<file path="src/rtl/sequential_subtractor_4b_slice.sv">
// Multi-cycle subtractor: a - b - borrow, one 4-bit lookahead slice per cycle.
// Optional signed overflow output enabled by defining SUB_SEQ_OVERFLOW_EN.
module sequential_subtractor_4b_slice #(
  parameter int WIDTH = 16
) (
  input  logic             clk_i,
  input  logic             rst_ni,
  input  logic             valid_i,
  output logic             ready_o,
  input  logic [WIDTH-1:0] minuend_i,
  input  logic [WIDTH-1:0] subtrahend_i,
  input  logic             borrow_i,
  output logic             valid_o,
  input  logic             ready_i,
  output logic [WIDTH-1:0] diff_o,
  output logic             borrow_o
`ifdef SUB_SEQ_OVERFLOW_EN
  ,
  output logic             overflow_o
`endif
);

  localparam int NSLICE = WIDTH / 4;
  localparam int CW = (NSLICE > 1) ? $clog2(NSLICE) : 1;

  typedef enum logic [1:0] {
    IDLE,
    RUN,
    DONE
  } state_t;

  state_t state_q, state_d;

  logic [WIDTH-1:0] a_q, b_q, diff_q;
  logic [CW-1:0]    cnt_q;
  logic             brw_q, bout_q;
  logic [3:0]       a_s, b_s, g, p, sum;
  logic [4:0]       c;
  logic             accept, last;

  assign ready_o  = (state_q == IDLE);
  assign valid_o  = (state_q == DONE);
  assign diff_o   = diff_q;
  assign borrow_o = bout_q;
  assign accept   = valid_i & ready_o;
  assign last     = (cnt_q == CW'(NSLICE - 1));
  assign a_s      = a_q[{cnt_q, 2'b00} +: 4];
  assign b_s      = b_q[{cnt_q, 2'b00} +: 4];

  // a - b - brw == a + ~b + ~brw; carry out is the inverted borrow
  always_comb begin
    g    = a_s & ~b_s;
    p    = a_s ^ ~b_s;
    c    = '0;
    c[0] = ~brw_q;
    c[1] = g[0] | (p[0] & c[0]);
    c[2] = g[1] | (p[1] & g[0])
         | (p[1] & p[0] & c[0]);
    c[3] = g[2] | (p[2] & g[1])
         | (p[2] & p[1] & g[0])
         | (p[2] & p[1] & p[0] & c[0]);
    c[4] = g[3] | (p[3] & g[2])
         | (p[3] & p[2] & g[1])
         | (p[3] & p[2] & p[1] & g[0])
         | (p[3] & p[2] & p[1] & p[0] & c[0]);
    sum  = p ^ c[3:0];
  end

  always_ff @(posedge clk_i or negedge rst_ni) begin
    if (!rst_ni) state_q <= IDLE;
    else         state_q <= state_d;
  end

  always_comb begin
    state_d = state_q;
    unique case (state_q)
      IDLE:    if (valid_i) state_d = RUN;
      RUN:     if (last)    state_d = DONE;
      DONE:    if (ready_i) state_d = IDLE;
      default: state_d = IDLE;
    endcase
  end

  always_ff @(posedge clk_i or negedge rst_ni) begin
    if (!rst_ni) begin
      a_q    <= '0;
      b_q    <= '0;
      diff_q <= '0;
      cnt_q  <= '0;
      brw_q  <= 1'b0;
      bout_q <= 1'b0;
    end else if (accept) begin
      a_q   <= minuend_i;
      b_q   <= subtrahend_i;
      brw_q <= borrow_i;
      cnt_q <= '0;
    end else if (state_q == RUN) begin
      diff_q[{cnt_q, 2'b00} +: 4] <= sum;
      brw_q <= ~c[4];
      if (last) begin
        cnt_q  <= '0;
        bout_q <= ~c[4];
      end else begin
        cnt_q <= cnt_q + 1'b1;
      end
    end
  end

`ifdef SUB_SEQ_OVERFLOW_EN
  logic ovf_q;

  assign overflow_o = ovf_q;

  // on the top slice a_s/b_s/sum hold the operand and result sign bits
  always_ff @(posedge clk_i or negedge rst_ni) begin
    if (!rst_ni) begin
      ovf_q <= 1'b0;
    end else if (!accept && state_q == RUN && last) begin
      ovf_q <= (a_s[3] != b_s[3]) && (sum[3] != a_s[3]);
    end
  end
`endif

endmodule

</file>
<file path="config.mk">
export PLATFORM = sky130hd
export DESIGN_NAME = sequential_subtractor_4b_slice
export DESIGN_NICKNAME = d
export VERILOG_FILES = /design/src/rtl/sequential_subtractor_4b_slice.sv
export SDC_FILE = /design/constraint.sdc
export NUM_CORES = 1
export LEC_CHECK = 0
export ABC_AREA = 1
export CAP_MARGIN = 30
export CORE_MARGIN = 5
export CORE_UTILIZATION = 48
export CTS_BUF_LIST = sky130_fd_sc_hd__clkbuf_8
export DETAILED_ROUTE_END_ITERATION = 10
export PLACE_DENSITY = 0.88
export SETUP_SLACK_MARGIN = 0.3
export SLEW_MARGIN = 20
export SYNTH_ARGS = -nofsm -noshare
export SYNTH_HDL_FRONTEND = slang
export SYNTH_SLANG_ARGS = --single-unit
</file>
<file path="constraint.sdc">
create_clock -name clk_i -period 1.85 [get_ports clk_i]
set_input_delay 0.37 -clock clk_i [delete_from_list [all_inputs] [get_ports clk_i]]
set_output_delay 0.37 -clock clk_i [all_outputs]
set_load 0.005 [all_outputs]
</file>
* Word-level counts from Yosys, hierarchy flattened *
Index checks and enable logic that the tools add are counted.

word-level totals
  bits in registers = 54
  input bits = 37
  output and inout bits = 19
  word-level logic and storage cells = 68

operators by class
  add/sub/neg operators = 2
  equal/unequal tests = 6
  shift-type cells = 4
  muxes and demuxes = 10
  bitwise gates (word level) = 34
  reductions and logical operators = 5

operators with widths
  cell                                                   number
  variable part select 16 x 5 -> 4 bit                   2
  bitwise AND 1 bit                                      17
  bitwise mux 16 bit                                     1
  variable shift 4 x 6 -> 16 bit (first input constant)  1
  variable part select 4 x 6 -> 16 bit                   1
  two-way mux 2 bit                                      6
  OR 1 bit                                               10
  XOR 4 bit                                              2
  negator 4 -> 6 bit                                     1
  one-hot mux 2 bit (3 select lines)                     1
  AND reduction 3 bit                                    2
  bitwise AND 4 bit                                      1
  == test 2 bit (second input constant)                  2
  != test 2 bit (second input constant)                  2
  inverter 4 bit                                         1
  inverter 1 bit                                         3
  adder 2 x 1 -> 2 bit (second input constant)           1
  == test 2 x 1 -> 1 bit (second input constant)         1
  zero test 2 bit                                        1
  two-way mux 1 bit                                      2
  != test 2 x 1 -> 1 bit (second input constant)         1
  AND reduction 2 bit                                    1
  nonzero test 2 bit                                     1

* Longest topological paths before layout *
  depth in word-level cells = 11
  mapped depth = 15
  depth with buffers taken out = 14

* Worst setup path after synthesis *
No wires, ideal clock.

  kind = reg-to-reg
  from = register cnt_q[0]
  to = register diff_q[5], in the netlist diff_o[5]
  setup time = 121 ps
  data arrival time = 1894 ps
  data required time = 1729 ps
  path slack = -165 ps
  stages on the path, launching flop included = 11
  path buffers = 1
  clock period less this slack = 2015 ps
  cell sequence = dfrtp_1 inv_1 buf_4 nand2_1 a32oi_1 inv_1 fa_1 xor2_1 nor2_1 nand2_1 o21ai_1

between the ends
  word-level cells in the longest chain between the ends = 10
  elaborated cells between the ends (all ways) = 25
  those cells by class = 1 x add/sub; 4 x shift; 1 x mux; 19 x bitwise

ends and longest elaborated chain
  item                                            line        RTL
  start, declared                                 35          logic [CW-1:0] cnt_q;
  start signal, assigned                          104         cnt_q <= cnt_q + 1'b1;
  variable part select 16 x 5 -> 4 bit            48          assign b_s = b_q[{cnt_q, 2'b00} +: 4];
  inverter 4 bit                                  52, 53
  XOR 4 bit or bitwise AND 4 bit (tied branches)  53, 52
  bitwise AND 1 bit (on tied branches)            59, 60, 61
  OR 1 bit, or another cell as far along          59          c[3] = g[2] | (p[2] & g[1])
  OR 1 bit or bitwise AND 1 bit (tied branches)   60, 61
  OR 1 bit                                        61          | (p[2] & p[1] & p[0] & c[0]);
  XOR 4 bit                                       66          sum = p ^ c[3:0];
  variable part select 4 x 6 -> 16 bit            98          diff_q[{cnt_q, 2'b00} +: 4] <= sum;
  bitwise mux 16 bit (*)                          98
  end signal, assigned by index                   98
  end, declared                                   34          logic [WIDTH-1:0] a_q, b_q, diff_q;

Mark *: on every way between the ends. The rest lies on a longest branch, timed or not.
A chain may end at the register's enable or synchronous reset.

* Final worst setup path *
  from = register cnt_q[1]
  to = register diff_q[7], in the netlist diff_o[7]

Same word-level chain as after synthesis.

==> metrics.txt <==
first-pass GRT wire length=roughly 11000 um; largest family of logic cells by synthesized area=simple AND/OR/NAND/NOR gates; hpwl dp=between 4000 and 5000 um; synthesized area per cell=about 8.5 um^2; Crit path required time=between 2 and 2.5 ns; Routability Congestion=between 0.9 and 1; most frequent cells in the layout=nand2_1, dfrtp_1, clkdlybuf4s50_1, buf_4, dlymetal6s2s_1; Slew Viols, Final=0; clock sink count=54; WL per Instance=~15 um; drt total wl=between 7000 and 8000 um; core area=approximately 5500 um^2; initial antenna violation count=0; Hold Vio Cnt, Final=0; area of the multi-input gates=approximately 1300 um^2; Area growth, synth to finish=42.6%; maximum root-to-sink buffer count=2; f_max=between 400 and 500 MHz; GR Util met1=0.235; CP max stage cell=dfrtp_1; Worst R2R Setup Slack=-0.23 ns; Synth Area in Simple Gates=0.277; post-route minimum period=between 2 and 2.5 ns; via/cell ratio=slightly above 5; CP Launch Type=flip-flop; CTS clk-pin slew, worst paths=0.09 ns; Seq. cell area=roughly 1400 um^2; die width=85.1 um; Initial Utilization=0.491; die area=slightly above 7000 um^2; CTS tree=yes; Post-Layout Cell Count=about 480; met2 usage in global routing=0.342; vias post-DR=about 2500; dpl cells=between 400 and 500; clock network latency to the later pin of the worst-skew pair=between 0.3 and 0.4 ns; CP cell instances=buf_6 -> buf_6 -> o21ai_1 -> o22ai_2 -> ha_4 -> nand2_2 -> nor2_2 -> nor2_2 -> nand2_1 -> nand2_2 -> nand3_2 -> nor2_4 -> nand2_1 -> nand2_1; Top FF cell, synth=dfrtp_1; Ant. Diodes=0; Synth Area in XOR/XNOR=0.00925; CP max FO=6; critical path's most frequent cell=nand2_1; Synth cell types=31; synth warn=0; Most Used Layer, Global Route=met2; Netlist Area Pre-Place=roughly 2700 um^2; DRC errors left=0; RSZ-0062 raised after global routing=yes; commonest non-fill, non-tap cell in the layout=nand2_1; 1st-pass router iterations=4; Leak=0.00213 uW; hold slack=between 0.4 and 0.5 ns; Post-Syn Instances=318; number of synthesized flops with an enable pin=0; layout cells sized above 1=0.239; syn_nets=between 300 and 400; ys async rst share=1.00; CTS Root Cell=clkbuf_8; port bufs=55; mux share of post-synthesis cell area=0; status=complete, but fails checks; row cnt=27; largest net degree at the start of global routing=23; Finished Cell Area=~3900 um^2; Synth Area in Adders=0.0583; vias in the first global route=roughly 2400; Worst path max stage delay=between 0.4 and 0.5 ns; setup violators final=15; Arr. time, crit path=between 2 and 2.5 ns; leading area contributor after synthesis=dfrtp_1; nets=~450; Crit Path Category=flip-flop to flip-flop; GRT overflow=0; Hold Crit Class=flip-flop to flip-flop; Post-DRT Antenna Nets=0; Max Cap Viol=0; Global Route Usage Sum=0.190; Yosys reg bits=54; Worst slew margin=0.723; pwr/cell area=1960 nW/um^2; compound-cell area share of the yosys netlist=0.0944; # IOs=between 50 and 60; Placed Area=between 3000 and 4000 um^2; CTS buffer count=5; H-tree depth=2; GR Util met3=0.0350; Worst Slack Setup Final=-0.228 ns; failing checks=negative setup slack; top post-synthesis cells by area=dfrtp_1, nand2_1, ha_1, o21ai_0, inv_1; Synth top area share=0.500; Max Clock Skew=between 0.008 and 0.009 ns; worst slew pin tran=just over 0.4 ns; Fill cells=roughly 400; die height=85.1 um; post-route clock period utilization=1.12; 1st-iter DRT viols=174; register area share after synthesis=0.500; worst ir drop on vdd=~1 mV; Crit path buffers/inverters=2; CP Capture Type=flip-flop; CP delay by family, top=simple AND/OR/NAND/NOR gates
## final timing paths
path | startpoint | endpoint | depth (start not counted)
setup / recovery | cnt_q[1] | diff_o[7] | 14
hold / removal | diff_o[14] | diff_o[14] | 2
setup reg to reg | cnt_q[1] | diff_o[7] | 14
hold reg to reg | diff_o[14] | diff_o[14] | 2
max in group asynchronous | rst_ni | b_q[7] | 3
min in group asynchronous | rst_ni | a_q[7] | 2
## Yosys cell counts (2+ instances only)
cell type  instances
buf_4              2
o21ai_1            8
a32oi_1            2
a21oi_1            6
buf_6              4
o31ai_1            3
o22ai_1            4
dfrtp_1           54
nand2_1          145
buf_2              6
nor2_2             2
o21ai_2            2
a32o_1             3
nand2_2            4
inv_1             16
o21ai_0           13
nor2_4             2
nor2_1            12
nand4_1            3
ha_1              11
nand3_1            3
inv_2              4
## power by group
part           internal [uW]  switching [uW]  total (uW)
sequential              1690             354        2050
clock                    297             362         659
combinational           2150            2710        4860
## sequential cells by signal, summed over array words and instances, names as in the netlist
name and flops:
b_q 16, cnt_q 2, borrow_o 1, brw_q 1, state_q 2, diff_o 16, a_q 16
## area by class of cell
cell class                 instances  share of cell area
tap                               72              0.0234
clock inverter                     2             0.00227
sequential                        54               0.351
timing repair buffer              92               0.236
inverter                          20              0.0221
clock buffer                       6              0.0214
multi-input combinational        232               0.345
## tightest hold or removal path: stages (launching register included)
cell and delay, ns:
dfrtp_1 0.35, nand2_1 0.05, nand2_1 0.06
## layer usage
metal / part of all wire / vias up
met5: 0 / -
met4: 0.019 / 0
met3: 0.061 / 13
met2: 0.53 / 87
met1: 0.39 / 1174
li1: - / 1184
## kinds of logic (layout without fill, tap and decap cells)
| group | count (synthesis) | in the layout |
|---|---|---|
| simple gates | 176 | 176 |
| flops | 54 | 54 |
| compound gates | 42 | 42 |
| buf+inv | 32 | 120 |
| fa+ha+maj | 12 | 12 |
| xor+xnor | 2 | 2 |
## stage by stage
stage,setup TNS (ns),util,worst slack (ns),total power [uW]
final,-2.04,0.700,-0.228,7570
after global routing,-3.89,0.700,-0.319,8140
after CTS,-1.33,0.664,-0.154,7000
after detailed placement,-1.91,0.627,-0.205,6080
after global placement,-0.663,0.627,-0.0754,5910
after floorplan,-0.0284,-,-0.0101,4840
## timing repair
item                                    in CTS  in global routing
buffers inserted                             8                  9
hold buffers                                 1                  0
gates resized for setup                     19                 42
endpoints found under the setup margin      23                 54
hold endpoints to repair                    17                  0
pin swaps                                    6                  4
cloned                                       0                  1
Note: power is estimated with default switching activity, not from simulation.
